File: config.mk
export PLATFORM = sky130hd
export DESIGN_NAME = alu_mem_skid_stage_flat
export DESIGN_NICKNAME = d
export VERILOG_FILES = /design/src/rtl/alu_mem_skid_stage_if.sv /design/src/rtl/alu_mem_skid_stage.sv /design/src/flat_wrapper.sv
export SDC_FILE = /design/constraint.sdc
export NUM_CORES = 1
export LEC_CHECK = 0
export ABC_AREA = 1
export BUFFER_PORTS_ARGS = -buffer_cell sky130_fd_sc_hd__buf_2
export CORE_MARGIN = 10
export CORE_UTILIZATION = 54
export DETAILED_ROUTE_END_ITERATION = 10
export GPL_TIMING_DRIVEN = 0
export HOLD_SLACK_MARGIN = 0.02
export PLACE_DENSITY = 0.8
export SYNTH_ARGS = -nofsm -noshare
export SYNTH_HDL_FRONTEND = slang
export SYNTH_SLANG_ARGS = --single-unit
File: constraint.sdc
create_clock -name clock -period 1.7 [get_ports clock]
set_input_delay 0.255 -clock clock [delete_from_list [all_inputs] [get_ports clock]]
set_output_delay 0.255 -clock clock [all_outputs]
set_load 0.01 [all_outputs]
File: src/rtl/alu_mem_skid_stage_if.sv
// Handshake and payload bundle between the ALU stage, the ALU->memory skid register and the memory stage.
// The slave view belongs to the stage register and the master view to whoever drives and consumes it.
interface alu_mem_skid_stage_if #(
    parameter int DATA_WIDTH     = 32,
    parameter int REG_ADDR_WIDTH = 4,
    parameter int MEM_CTRL_WIDTH = 7,
    parameter int WB_CTRL_WIDTH  = 2
);
    logic                      in_valid;
    logic                      in_ready;
    logic [DATA_WIDTH-1:0]     alu_result;
    logic [DATA_WIDTH-1:0]     base_reg_content_load_post;
    logic [DATA_WIDTH-1:0]     mem_data_write;
    logic [REG_ADDR_WIDTH-1:0] wb_address;
    logic [REG_ADDR_WIDTH-1:0] base_register_address;
    logic [MEM_CTRL_WIDTH-1:0] mem_control;
    logic [WB_CTRL_WIDTH-1:0]  wb_control;

    logic                      out_valid;
    logic                      out_ready;
    logic [DATA_WIDTH-1:0]     alu_result_out;
    logic [DATA_WIDTH-1:0]     base_reg_content_out;
    logic [DATA_WIDTH-1:0]     mem_data_write_out;
    logic [REG_ADDR_WIDTH-1:0] wb_address_out;
    logic [REG_ADDR_WIDTH-1:0] base_register_address_out;
    logic [MEM_CTRL_WIDTH-1:0] mem_control_out;
    logic [WB_CTRL_WIDTH-1:0]  wb_control_out;

    modport slave (
        input  in_valid, alu_result, base_reg_content_load_post, mem_data_write,
               wb_address, base_register_address, mem_control, wb_control,
        output in_ready,
        output out_valid, alu_result_out, base_reg_content_out, mem_data_write_out,
               wb_address_out, base_register_address_out, mem_control_out, wb_control_out,
        input  out_ready
    );

    modport master (
        output in_valid, alu_result, base_reg_content_load_post, mem_data_write,
               wb_address, base_register_address, mem_control, wb_control,
        input  in_ready,
        input  out_valid, alu_result_out, base_reg_content_out, mem_data_write_out,
               wb_address_out, base_register_address_out, mem_control_out, wb_control_out,
        output out_ready
    );
endinterface

File: src/rtl/alu_mem_skid_stage.sv
// ALU->memory pipeline register with valid/ready handshake and a two-entry skid buffer.
// in_ready depends only on registered state, so there is no combinational path from out_ready.
module alu_mem_skid_stage #(
    parameter int DATA_WIDTH     = 32,
    parameter int REG_ADDR_WIDTH = 4,
    parameter int MEM_CTRL_WIDTH = 7,
    parameter int WB_CTRL_WIDTH  = 2,
    parameter int WB_EN_BIT      = 0
) (
    input  logic                      clock,
    input  logic                      reset_n,
    input  logic                      flush,
    alu_mem_skid_stage_if.slave       bus,
    output logic                      fwd_valid,
    output logic [REG_ADDR_WIDTH-1:0] fwd_address,
    output logic [DATA_WIDTH-1:0]     fwd_data,
    output logic [1:0]                occupancy
);

    typedef struct packed {
        logic [DATA_WIDTH-1:0]     alu_result;
        logic [DATA_WIDTH-1:0]     base_reg_content;
        logic [DATA_WIDTH-1:0]     mem_data_write;
        logic [REG_ADDR_WIDTH-1:0] wb_address;
        logic [REG_ADDR_WIDTH-1:0] base_register_address;
        logic [MEM_CTRL_WIDTH-1:0] mem_control;
        logic [WB_CTRL_WIDTH-1:0]  wb_control;
    } payload_t;

    // Encoding doubles as the occupancy count.
    typedef enum logic [1:0] {
        EMPTY = 2'd0,
        ONE   = 2'd1,
        TWO   = 2'd2
    } state_t;

    state_t   r_state;
    state_t   w_next_state;
    payload_t r_head;
    payload_t r_skid;
    payload_t w_in_payload;
    logic     w_in_ready;
    logic     w_out_valid;
    logic     w_accept;
    logic     w_emit;
    logic     w_load_head_in;
    logic     w_load_skid_in;
    logic     w_head_from_skid;

    assign w_in_payload.alu_result            = bus.alu_result;
    assign w_in_payload.base_reg_content      = bus.base_reg_content_load_post;
    assign w_in_payload.mem_data_write        = bus.mem_data_write;
    assign w_in_payload.wb_address            = bus.wb_address;
    assign w_in_payload.base_register_address = bus.base_register_address;
    assign w_in_payload.mem_control           = bus.mem_control;
    assign w_in_payload.wb_control            = bus.wb_control;

    assign w_in_ready  = (r_state != TWO);
    assign w_out_valid = (r_state != EMPTY);
    assign w_accept    = bus.in_valid & w_in_ready;
    assign w_emit      = w_out_valid & bus.out_ready;

    always_ff @(posedge clock or negedge reset_n) begin
        if (!reset_n) begin
            r_state <= EMPTY;
        end else begin
            r_state <= w_next_state;
        end
    end

    // Flush wins over everything and suppresses loading the offered entry, so it can never surface.
    always_comb begin
        w_next_state     = r_state;
        w_load_head_in   = 1'b0;
        w_load_skid_in   = 1'b0;
        w_head_from_skid = 1'b0;
        if (flush) begin
            w_next_state = EMPTY;
        end else begin
            case (r_state)
                EMPTY: begin
                    if (w_accept) begin
                        w_load_head_in = 1'b1;
                        w_next_state   = ONE;
                    end
                end
                ONE: begin
                    if (w_accept && w_emit) begin
                        w_load_head_in = 1'b1;
                    end else if (w_accept) begin
                        w_load_skid_in = 1'b1;
                        w_next_state   = TWO;
                    end else if (w_emit) begin
                        w_next_state = EMPTY;
                    end
                end
                TWO: begin
                    if (w_emit) begin
                        w_head_from_skid = 1'b1;
                        w_next_state     = ONE;
                    end
                end
                default: begin
                    w_next_state = EMPTY;
                end
            endcase
        end
    end

    always_ff @(posedge clock or negedge reset_n) begin
        if (!reset_n) begin
            r_head <= '0;
            r_skid <= '0;
        end else begin
            if (w_load_head_in) begin
                r_head <= w_in_payload;
            end else if (w_head_from_skid) begin
                r_head <= r_skid;
            end
            if (w_load_skid_in) begin
                r_skid <= w_in_payload;
            end
        end
    end

    // Control words read as NOP during bubbles so downstream never acts on stale head contents.
    assign bus.in_ready                  = w_in_ready;
    assign bus.out_valid                 = w_out_valid;
    assign bus.alu_result_out            = r_head.alu_result;
    assign bus.base_reg_content_out      = r_head.base_reg_content;
    assign bus.mem_data_write_out        = r_head.mem_data_write;
    assign bus.wb_address_out            = r_head.wb_address;
    assign bus.base_register_address_out = r_head.base_register_address;
    assign bus.mem_control_out           = w_out_valid ? r_head.mem_control : '0;
    assign bus.wb_control_out            = w_out_valid ? r_head.wb_control  : '0;

    assign fwd_valid   = w_out_valid & r_head.wb_control[WB_EN_BIT];
    assign fwd_address = r_head.wb_address;
    assign fwd_data    = r_head.alu_result;
    assign occupancy   = r_state;

endmodule

File: src/flat_wrapper.sv
// flat-port wrapper written by rule: the top's interface ports become plain ports
module alu_mem_skid_stage_flat 
#(
    parameter int DATA_WIDTH     = 32,
    parameter int REG_ADDR_WIDTH = 4,
    parameter int MEM_CTRL_WIDTH = 7,
    parameter int WB_CTRL_WIDTH  = 2,
    parameter int WB_EN_BIT      = 0
)
  (clock, reset_n, flush, fwd_valid, fwd_address, fwd_data, occupancy, bus_in_valid, bus_alu_result, bus_base_reg_content_load_post, bus_mem_data_write, bus_wb_address, bus_base_register_address, bus_mem_control, bus_wb_control, bus_in_ready, bus_out_valid, bus_alu_result_out, bus_base_reg_content_out, bus_mem_data_write_out, bus_wb_address_out, bus_base_register_address_out, bus_mem_control_out, bus_wb_control_out, bus_out_ready);
  alu_mem_skid_stage_if #(.DATA_WIDTH(DATA_WIDTH), .REG_ADDR_WIDTH(REG_ADDR_WIDTH), .MEM_CTRL_WIDTH(MEM_CTRL_WIDTH), .WB_CTRL_WIDTH(WB_CTRL_WIDTH)) bus_i ();
  input  logic clock;
  input  logic reset_n;
  input  logic flush;
  output logic fwd_valid;
  output logic [REG_ADDR_WIDTH-1:0] fwd_address;
  output logic [DATA_WIDTH-1:0] fwd_data;
  output logic [1:0] occupancy;
  input wire logic [$bits(bus_i.in_valid)-1:0] bus_in_valid;
  input wire logic [$bits(bus_i.alu_result)-1:0] bus_alu_result;
  input wire logic [$bits(bus_i.base_reg_content_load_post)-1:0] bus_base_reg_content_load_post;
  input wire logic [$bits(bus_i.mem_data_write)-1:0] bus_mem_data_write;
  input wire logic [$bits(bus_i.wb_address)-1:0] bus_wb_address;
  input wire logic [$bits(bus_i.base_register_address)-1:0] bus_base_register_address;
  input wire logic [$bits(bus_i.mem_control)-1:0] bus_mem_control;
  input wire logic [$bits(bus_i.wb_control)-1:0] bus_wb_control;
  output wire logic [$bits(bus_i.in_ready)-1:0] bus_in_ready;
  output wire logic [$bits(bus_i.out_valid)-1:0] bus_out_valid;
  output wire logic [$bits(bus_i.alu_result_out)-1:0] bus_alu_result_out;
  output wire logic [$bits(bus_i.base_reg_content_out)-1:0] bus_base_reg_content_out;
  output wire logic [$bits(bus_i.mem_data_write_out)-1:0] bus_mem_data_write_out;
  output wire logic [$bits(bus_i.wb_address_out)-1:0] bus_wb_address_out;
  output wire logic [$bits(bus_i.base_register_address_out)-1:0] bus_base_register_address_out;
  output wire logic [$bits(bus_i.mem_control_out)-1:0] bus_mem_control_out;
  output wire logic [$bits(bus_i.wb_control_out)-1:0] bus_wb_control_out;
  input wire logic [$bits(bus_i.out_ready)-1:0] bus_out_ready;
  assign bus_i.in_valid = bus_in_valid;
  assign bus_i.alu_result = bus_alu_result;
  assign bus_i.base_reg_content_load_post = bus_base_reg_content_load_post;
  assign bus_i.mem_data_write = bus_mem_data_write;
  assign bus_i.wb_address = bus_wb_address;
  assign bus_i.base_register_address = bus_base_register_address;
  assign bus_i.mem_control = bus_mem_control;
  assign bus_i.wb_control = bus_wb_control;
  assign bus_in_ready = bus_i.in_ready;
  assign bus_out_valid = bus_i.out_valid;
  assign bus_alu_result_out = bus_i.alu_result_out;
  assign bus_base_reg_content_out = bus_i.base_reg_content_out;
  assign bus_mem_data_write_out = bus_i.mem_data_write_out;
  assign bus_wb_address_out = bus_i.wb_address_out;
  assign bus_base_register_address_out = bus_i.base_register_address_out;
  assign bus_mem_control_out = bus_i.mem_control_out;
  assign bus_wb_control_out = bus_i.wb_control_out;
  assign bus_i.out_ready = bus_out_ready;
  alu_mem_skid_stage #(.DATA_WIDTH(DATA_WIDTH), .REG_ADDR_WIDTH(REG_ADDR_WIDTH), .MEM_CTRL_WIDTH(MEM_CTRL_WIDTH), .WB_CTRL_WIDTH(WB_CTRL_WIDTH), .WB_EN_BIT(WB_EN_BIT)) u_core (.clock(clock), .reset_n(reset_n), .flush(flush), .bus(bus_i), .fwd_valid(fwd_valid), .fwd_address(fwd_address), .fwd_data(fwd_data), .occupancy(occupancy));
endmodule
# Word-level counts from Yosys, hierarchy flattened
# Index checks and enable logic that the tools add are counted.
# totals
n_memories,0
in_bits,118
mem_bits_ro,0
reg_bits,228
ramBits,0
latch_bits,0
output_inout_bits,154
# classes
n_lt_le_gt_ge,0
n_div,0
n_eq_ne,7
n_reduce_logical,5
shifts,0
mul,0
addsub,0
n_mux,21
bitwise_logic,3
# ops
op,n
$mux 113,2
$mux 2,7
$mux 1,9
$mux 7,1
$ne 3x2->1 const B,2
$pmux 2 s3,1
$ne 4x2->1 const B,1
$reduce_and 4->1,1
$reduce_bool 2->1,2
$and 1x1->1,3
$ne 3x3->1 const B,1
$eq 2x1->1 const B,1
$eq 2x2->1 const B,1
$logic_not 2->1,1
$ne 2x2->1 const B,1
$pmux 1 s2,1
$logic_and 1x1->1,1

# Longest topological paths before layout
# Gate-level depths: netlist of run 1.
# logic_depth
depth_word,7
mapped_depth,10
mapped_depth_nobuf,8

# Worst setup path before layout of run 1
# OpenSTA, ideal clock, no wires.
# synth_timing
path_type,register to output
startpoint,"register u_core.r_state[0], in the netlist u_core.occupancy[0]"
endpoint,output bus_wb_control_out[0]
required_time_ns,1.445
stages_incl_launch_ff,5
arrival_ns,1.249
slack_ns,0.196
path_cell_list,dfrtp_1 or2_2 clkinv_1 nor2_1 buf_4
# synth_between
elab_chain_len,2
# synth_lines
item,line_no,source
"start, declared",alu_mem_skid_stage.sv:37,state_t r_state;
"start signal, assigned",alu_mem_skid_stage.sv:67,r_state <= w_next_state;
$reduce_bool 2->1,alu_mem_skid_stage.sv:59,assign w_out_valid = (r_state != EMPTY);
named net bus_out_valid,flat_wrapper.sv:28,output wire logic [$bits(bus_i.out_valid)-1:0] bus_out_valid;
$mux 2,alu_mem_skid_stage.sv:135,assign bus.wb_control_out = w_out_valid ? r_head.wb_control : '0;
"end, declared",flat_wrapper.sv:35,output wire logic [$bits(bus_i.wb_control_out)-1:0] bus_wb_control_out;
# The timed path passes the listed nets, and every way through them passes these cells.

# Worst setup path after layout of run 1
# layout_timing
startpoint,"register u_core.r_state[0], in the netlist u_core.occupancy[0]"
endpoint,output bus_mem_control_out[2]
# layout_between
elab_chain_len,2
# layout_lines
item,line_no,source
$reduce_bool 2->1,alu_mem_skid_stage.sv:59,
$mux 7,alu_mem_skid_stage.sv:134,assign bus.mem_control_out = w_out_valid ? r_head.mem_control : '0;
"end, declared",flat_wrapper.sv:34,output wire logic [$bits(bus_i.mem_control_out)-1:0] bus_mem_control_out;
# Every way passes these cells.

==> results of run 1 <==
-- timing repair --
action,CTS,global route
cloned,1,15
buffers inserted,5,9
hold buffers,49,1
hold endpoints to repair,156,1
resized for setup,45,206
endpoints found under the setup margin,216,230
pin swaps,5,8
-- cell type report --
type / instances / share of cell area (%)
antenna: 1 / 0.0164
inverter: 127 / 3.23
tap: 270 / 2.22
clock buffer: 30 / 4.50
multi-input combinational: 824 / 23.3
timing repair buffer: 351 / 16.2
buffer: 215 / 11.5
clock inverter: 14 / 1.52
sequential: 228 / 37.5
-- per-layer routing --
metal | track usage (%) | wire length, µm | up-vias | part of all wire, %
li1 | - | - | 4888 | -
met1 | 28.5 | 13500 | 4838 | 39
met2 | 39.6 | 17000 | 450 | 50
met3 | 5.91 | 3060 | 74 | 8.9
met4 | 6.17 | 814 | 2 | 2.4
met5 | 0 | 13 | - | 0.038
-- synthesized netlist by cell type --
master / number / area [µm²]
nand2_1: 578 / 2170
dfrtp_1: 228 / 5710
o21ai_0: 216 / 1080
buf_4: 147 / 1100
inv_1: 124 / 465
buf_2: 27 / 135
clkbuf_1: 20 / 75.1
buf_6: 18 / 203
nor2_1: 11 / 41.3
o21ai_1: 11 / 55.1
buf_1: 3 / 11.3
nand3_1: 3 / 15.0
inv_2: 2 / 7.51
clkinv_1: 1 / 3.75
nand2_2: 1 / 6.26
nand3_2: 1 / 10.0
nand4_1: 1 / 6.26
nor2_4: 1 / 11.3
or2_2: 1 / 6.26
-- final timing paths --
check	from	to	slack [ps]	cells past startpoint
min in group asynchronous	reset_n	u_core.bus.base_reg_content_out[13]$_DFFE_PN0P_	360	2
max in group asynchronous	reset_n	u_core.occupancy[1]$_DFFE_PN0P_	250	3
worst min register to register	u_core.bus.mem_data_write_out[12]$_DFFE_PN0P_	u_core.bus.mem_data_write_out[12]$_DFFE_PN0P_	480	2
worst max register to register	u_core.occupancy[0]$_DFFE_PN0P_	u_core.bus.alu_result_out[22]$_DFFE_PN0P_	-90	12
worst max-delay path	u_core.occupancy[0]$_DFFE_PN0P_	bus_mem_control_out[2]	-180	5
worst min-delay path	bus_base_reg_content_load_post[4]	u_core.r_skid[53]$_DFFE_PN0P_	20	3
-- critical path, delay by kind of cell (launching register included) --
kind / cells / cell delay [ps]
DFF: 1 / 440
buffers and inverters: 3 / 330
and+or+nand+nor: 2 / 330
-- logic make-up after synthesis --
group	Yosys count
flip-flops	228
AND/OR/NAND/NOR	597
AO/OA/AOI/OAI	227
buffers and inverters	342
-- metrics by stage --
step / hold WS [ps] / setup TNS [ps]
CTS: 20.4 / -1320
global route: 19.1 / -12930
detailed placement: 359 / -22560
global placement: 465 / -817770
finish: 16.9 / -6320
floorplan: -40.6 / 0
-- power by group --
part	switching (mW)	internal (mW)
registers	1.69	7.97
logic	5.43	5.81
clock network	2.24	3.77
-- registers in the layout (all words and copies together) (netlist names) --
| signal | count |
|---|---|
| u_core.r_skid | 113 |
| u_core.r_head | 9 |
| u_core.bus.mem_data_write_out | 32 |
| u_core.bus.wb_address_out | 4 |
| u_core.occupancy | 2 |
| u_core.bus.alu_result_out | 32 |
| u_core.bus.base_reg_content_out | 32 |
| u_core.bus.base_register_address_out | 4 |
==> impl_metrics.ini, run 1 <==
[power]
peakVddDrop_mv = 1.14
p_per_area_nw_per_um2 = 1770
power.total_mw = 26.9
total_leakage_power_nw = 8.74

[yosys]
synth_seq_cells = 228
synthXorXnorAreaFrac_pct = 0
synth_top_family_by_area = simple AND/OR/NAND/NOR gates
synth_nets = 1512
synthesis.area_um2 = 11100
syn_inst = 1394
ys.warnings.count = 0
syn_area_per_cell_um2 = 7.97
synth_fa_ha_area_share_pct = 0
synth-simple-area-share_pct = 20.4
yosysSeqAreaShare_pct = 51.3
synthMuxAreaShare_pct = 0
synth_compound_area_share_pct = 10.2
synth_cell_types = 19

[critical_path]
arrival_ps = 1630
crit_type = flop to output port
path_cells = or2_4 > clkinv_4 > buf_12 > nor2_1 > buf_2
crit_slowest_cell = dfrtp_2
endpoint_kind = output port
cp-start-kind = flop
critPathRequiredTime_ps = 1440
crit_path_max_incr_delay_ps = 440
critPathMaxFanout = 5

[place]
dp_slack_ps = -363
dp_cells = 1936
port_buffers = 271
place_congestion = 0.853
dpl_cell_area_um2 = 12800
dpl.hpwl_um = 21600

[finish]
final_common_cell = nand2_1
drive_gt1_share_pct = 32.9
stdcell_count = 2060
layout.cells.most_common_list = 566 x nand2_1, 274 x buf_2, 226 x dfrtp_1
syn2layout_area_growth_pct = 36.9
regArea_um2 = 5710
fin_area_um2 = 15200
multi_input_area_um2 = 3550
num-nets-final = 1889
fillerInstances = 1396
utilization_pct = 75.2

[floorplanning]
initial_core_util_pct = 54.9
die_area_um2 = 26700
die_width_um = 163
ios = 272
core_area_um2 = 20200
die_h_um = 163
rows = 52

[sta]
rsz0062_at_grt = true
hold_viol = 0
worstMarginPinSlew_ps = 821
fin_skew_ps = 10.7
clock.fmax_ghz = 0.532
slew_headroom_pct = 45.3
finalSetupViolCount = 95
maxSlewViolCount = 0
post-route-period-util_pct = 111
finalCriticalPeriod_ps = 1880
post-route-worst-setup-slack_ps = -181

[clocking]
cts_buffers = 24
clk_path_buf_depth = 3
clkLatencyLatePin_ps = 520
path_clk_slew_ps = 70
cts_root_buf = clkbuf_16
cts_tree = done
cts_sinks = 228
h-tree-depth = 1

[routing]
drt_wl_total_um = 34400
drtPass1Iterations = 7
first_iter_violations = 737
viasPerCell = 4.98
final_antenna_net_count = 0
num_vias = 10300
post_drt_wl_per_cell_um = 16.7
drc = 0

[grt]
grt-ovfl-total = 0
grt_pass1_wl_um = 51100
antenna_found_initial = 1
grt_pass1_vias = 10200
grt_max_degree = 121
grt_util_all_layers_pct = 23.1

[flow_run]
drv_cap = 0

[worst_hold_path]
min_path_type = primary input to flop

[outcome]
outcome = finished with violations
violations = setup timing
Power figures use the tool's default switching activity.
==> run 2: changes to the inputs <==
BUFFER_PORTS_ARGS = -buffer_cell sky130_fd_sc_hd__clkbuf_2   (was -buffer_cell sky130_fd_sc_hd__buf_2)
CTS_BUF_LIST = sky130_fd_sc_hd__clkbuf_16   (was default)
MAX_ROUTING_LAYER = met4   (was default)
==> run 2 against run 1 <==
Against the previous run: the run still ends with setup timing left; total power is 4.4% lower; fmax up 1.8%; clock skew grew 4.7 ps; cell count increased by 0.58%; critical path depth unchanged; non-clock buffer count up 15; sequential power hardly changed; die area unchanged; via count fell by 0.14%.
==> impl_metrics.ini, run 2 (synthesis results as in run 1) <==
[critical_path]
arrival_ps = 1590
worstSetupStartpoint = u_core.occupancy[0]$_DFFE_PN0P_
r2r-end = u_core.bus.mem_data_write_out[21]$_DFFE_PN0P_
crit_path_max_incr_delay_ps = 410
timing.rr.start = u_core.occupancy[0]$_DFFE_PN0P_
cp-endpoint = bus_mem_control_out[5]
endpoint_kind = output port
critPathMaxFanout = 5
rrSetupSlack_ps = -30
path_cells = or2_4 > clkinv_4 > buf_12 > nor2_2 > clkbuf_2
reg2reg_depth = 8
cp-start-kind = flop
crit_type = flop to output port
crit_slowest_cell = dfrtp_2
critPathRequiredTime_ps = 1440

[finish]
fin_area_um2 = 15100
regMostFlops = u_core.r_skid
syn2layout_area_growth_pct = 36.2
num-nets-final = 1904
drive_gt1_share_pct = 33.5
layout.cells.most_common_list = 569 x nand2_1, 273 x clkbuf_2, 227 x dfrtp_1
largest_reg_flops = 113
final_common_cell = nand2_1
fillerInstances = 1388

[floorplanning]
die_area_um2 = 26700
rows = 52
core_area_um2 = 20200
die_width_um = 163
ios = 272
initial_core_util_pct = 54.9
die_h_um = 163

[sta]
slew_headroom_pct = 62.7
rsz0062_at_grt = true
holdWs_ps = 7.85
worstMarginPinSlew_ps = 560
maxSlewViolCount = 0
finalSetupViolCount = 15
clock.fmax_ghz = 0.541
finalCriticalPeriod_ps = 1850
hold_viol = 0
post-route-period-util_pct = 109
fin_skew_ps = 15.4
post-route-worst-setup-slack_ps = -148

[routing]
drc = 0
post_drt_wl_per_cell_um = 16.3
final_antenna_net_count = 0
drt_wl_total_um = 33800
drtPass1Iterations = 5
first_iter_violations = 738
viasPerCell = 4.94
num_vias = 10200

[power]
total_leakage_power_nw = 8.67
peakVddDrop_mv = 1.00
p_per_area_nw_per_um2 = 1700
power.total_mw = 25.7

[grt]
antenna_found_initial = 2
grt_util_all_layers_pct = 24.0
grt_pass1_wl_um = 51600
grt_pass1_vias = 10300
grt_max_degree = 107
grt-ovfl-total = 0

[clocking]
cts_sinks = 228
path_clk_slew_ps = 60
clkLatencyLatePin_ps = 510
cts_tree = done
h-tree-depth = 1
cts_root_buf = clkbuf_16
cts_buffers = 24
clk_path_buf_depth = 3

[flow_run]
drv_cap = 0

[place]
place_congestion = 0.869
dpl.hpwl_um = 21900
dpl_cell_area_um2 = 12900
dp_slack_ps = -395
port_buffers = 271

[outcome]
outcome = finished with violations
violations = setup timing

[worst_hold_path]
min_path_type = primary input to flop
-- run 2: stage by stage --
stage | util (%) | TNS [ps] | cells
after global placement | 63.3 | -947300 | 1935
after floorplan | - | 0 | 1394
after global routing | 74.8 | -7980 | 2072
after CTS | 71.7 | -701 | 2058
final | 74.8 | -1260 | 2072
after detailed placement | 63.6 | -22270 | 1937
-- run 2: critical path, delay by kind of cell, from the launching register on --
kind	cells	cell delay [ps]
DFF	1	410
buffers and inverters	3	380
and+or+nand+nor	2	290
-- run 2: area by class of cell --
class	instances	area [µm²]	share of cell area, %
Tap cell	270	338	2.23
Antenna cell	2	5.00	0.0331
Buffer	215	1810	12.0
Sequential cell	228	5710	37.7
Multi-Input combinational cell	824	3670	24.2
Clock inverter	15	82.6	0.546
Clock buffer	25	626	4.13
Inverter	127	484	3.20
Timing Repair Buffer	366	2410	16.0
-- run 2: how the worst min path moves through the flow --
| stage | startpoint | to | slack, ps | cells after the start |
|---|---|---|---|---|
| final | bus_base_reg_content_load_post[16] | u_core.r_skid[65]$_DFFE_PN0P_ | 8 | 3 |
| after global routing | bus_alu_result[31] | u_core.r_skid[112]$_DFFE_PN0P_ | 30 | 3 |
| after CTS | bus_base_reg_content_load_post[29] | u_core.r_skid[78]$_DFFE_PN0P_ | 20 | 3 |
| after detailed placement | reset_n | u_core.bus.base_reg_content_out[15]$_DFFE_PN0P_ | 160 | 1 |
| after global placement | u_core.bus.base_reg_content_out[23]$_DFFE_PN0P_ | u_core.bus.base_reg_content_out[23]$_DFFE_PN0P_ | 460 | 2 |
| after floorplan | reset_n | u_core.bus.alu_result_out[0]$_DFFE_PN0P_ | -40 | 0 |
-- run 2: power breakdown --
| part | switching, mW | leakage [nW] | internal (mW) |
|---|---|---|---|
| combinational | 5.51 | 5.40 | 5.71 |
| sequential | 1.66 | 2.90 | 7.97 |
| clock | 2.10 | 0.374 | 2.77 |
| total | 9.27 | 8.67 | 16.4 |
-- run 2: routing by layer --
| layer | track usage [%] | part of all wire [%] |
|---|---|---|
| met5 | - | 0 |
| met4 | 6.82 | 2.2 |
| met3 | 4.78 | 7.9 |
| met2 | 39.4 | 50 |
| met1 | 29.5 | 40 |
-- run 2: timing repair --
action,4_1_cts,5_1_grt
pin swaps,6,16
setup endpoints to repair,207,235
gates resized for setup,57,292
hold buffers,70,6
gates cloned,0,3
buffers inserted,11,3
hold endpoints to repair,107,6
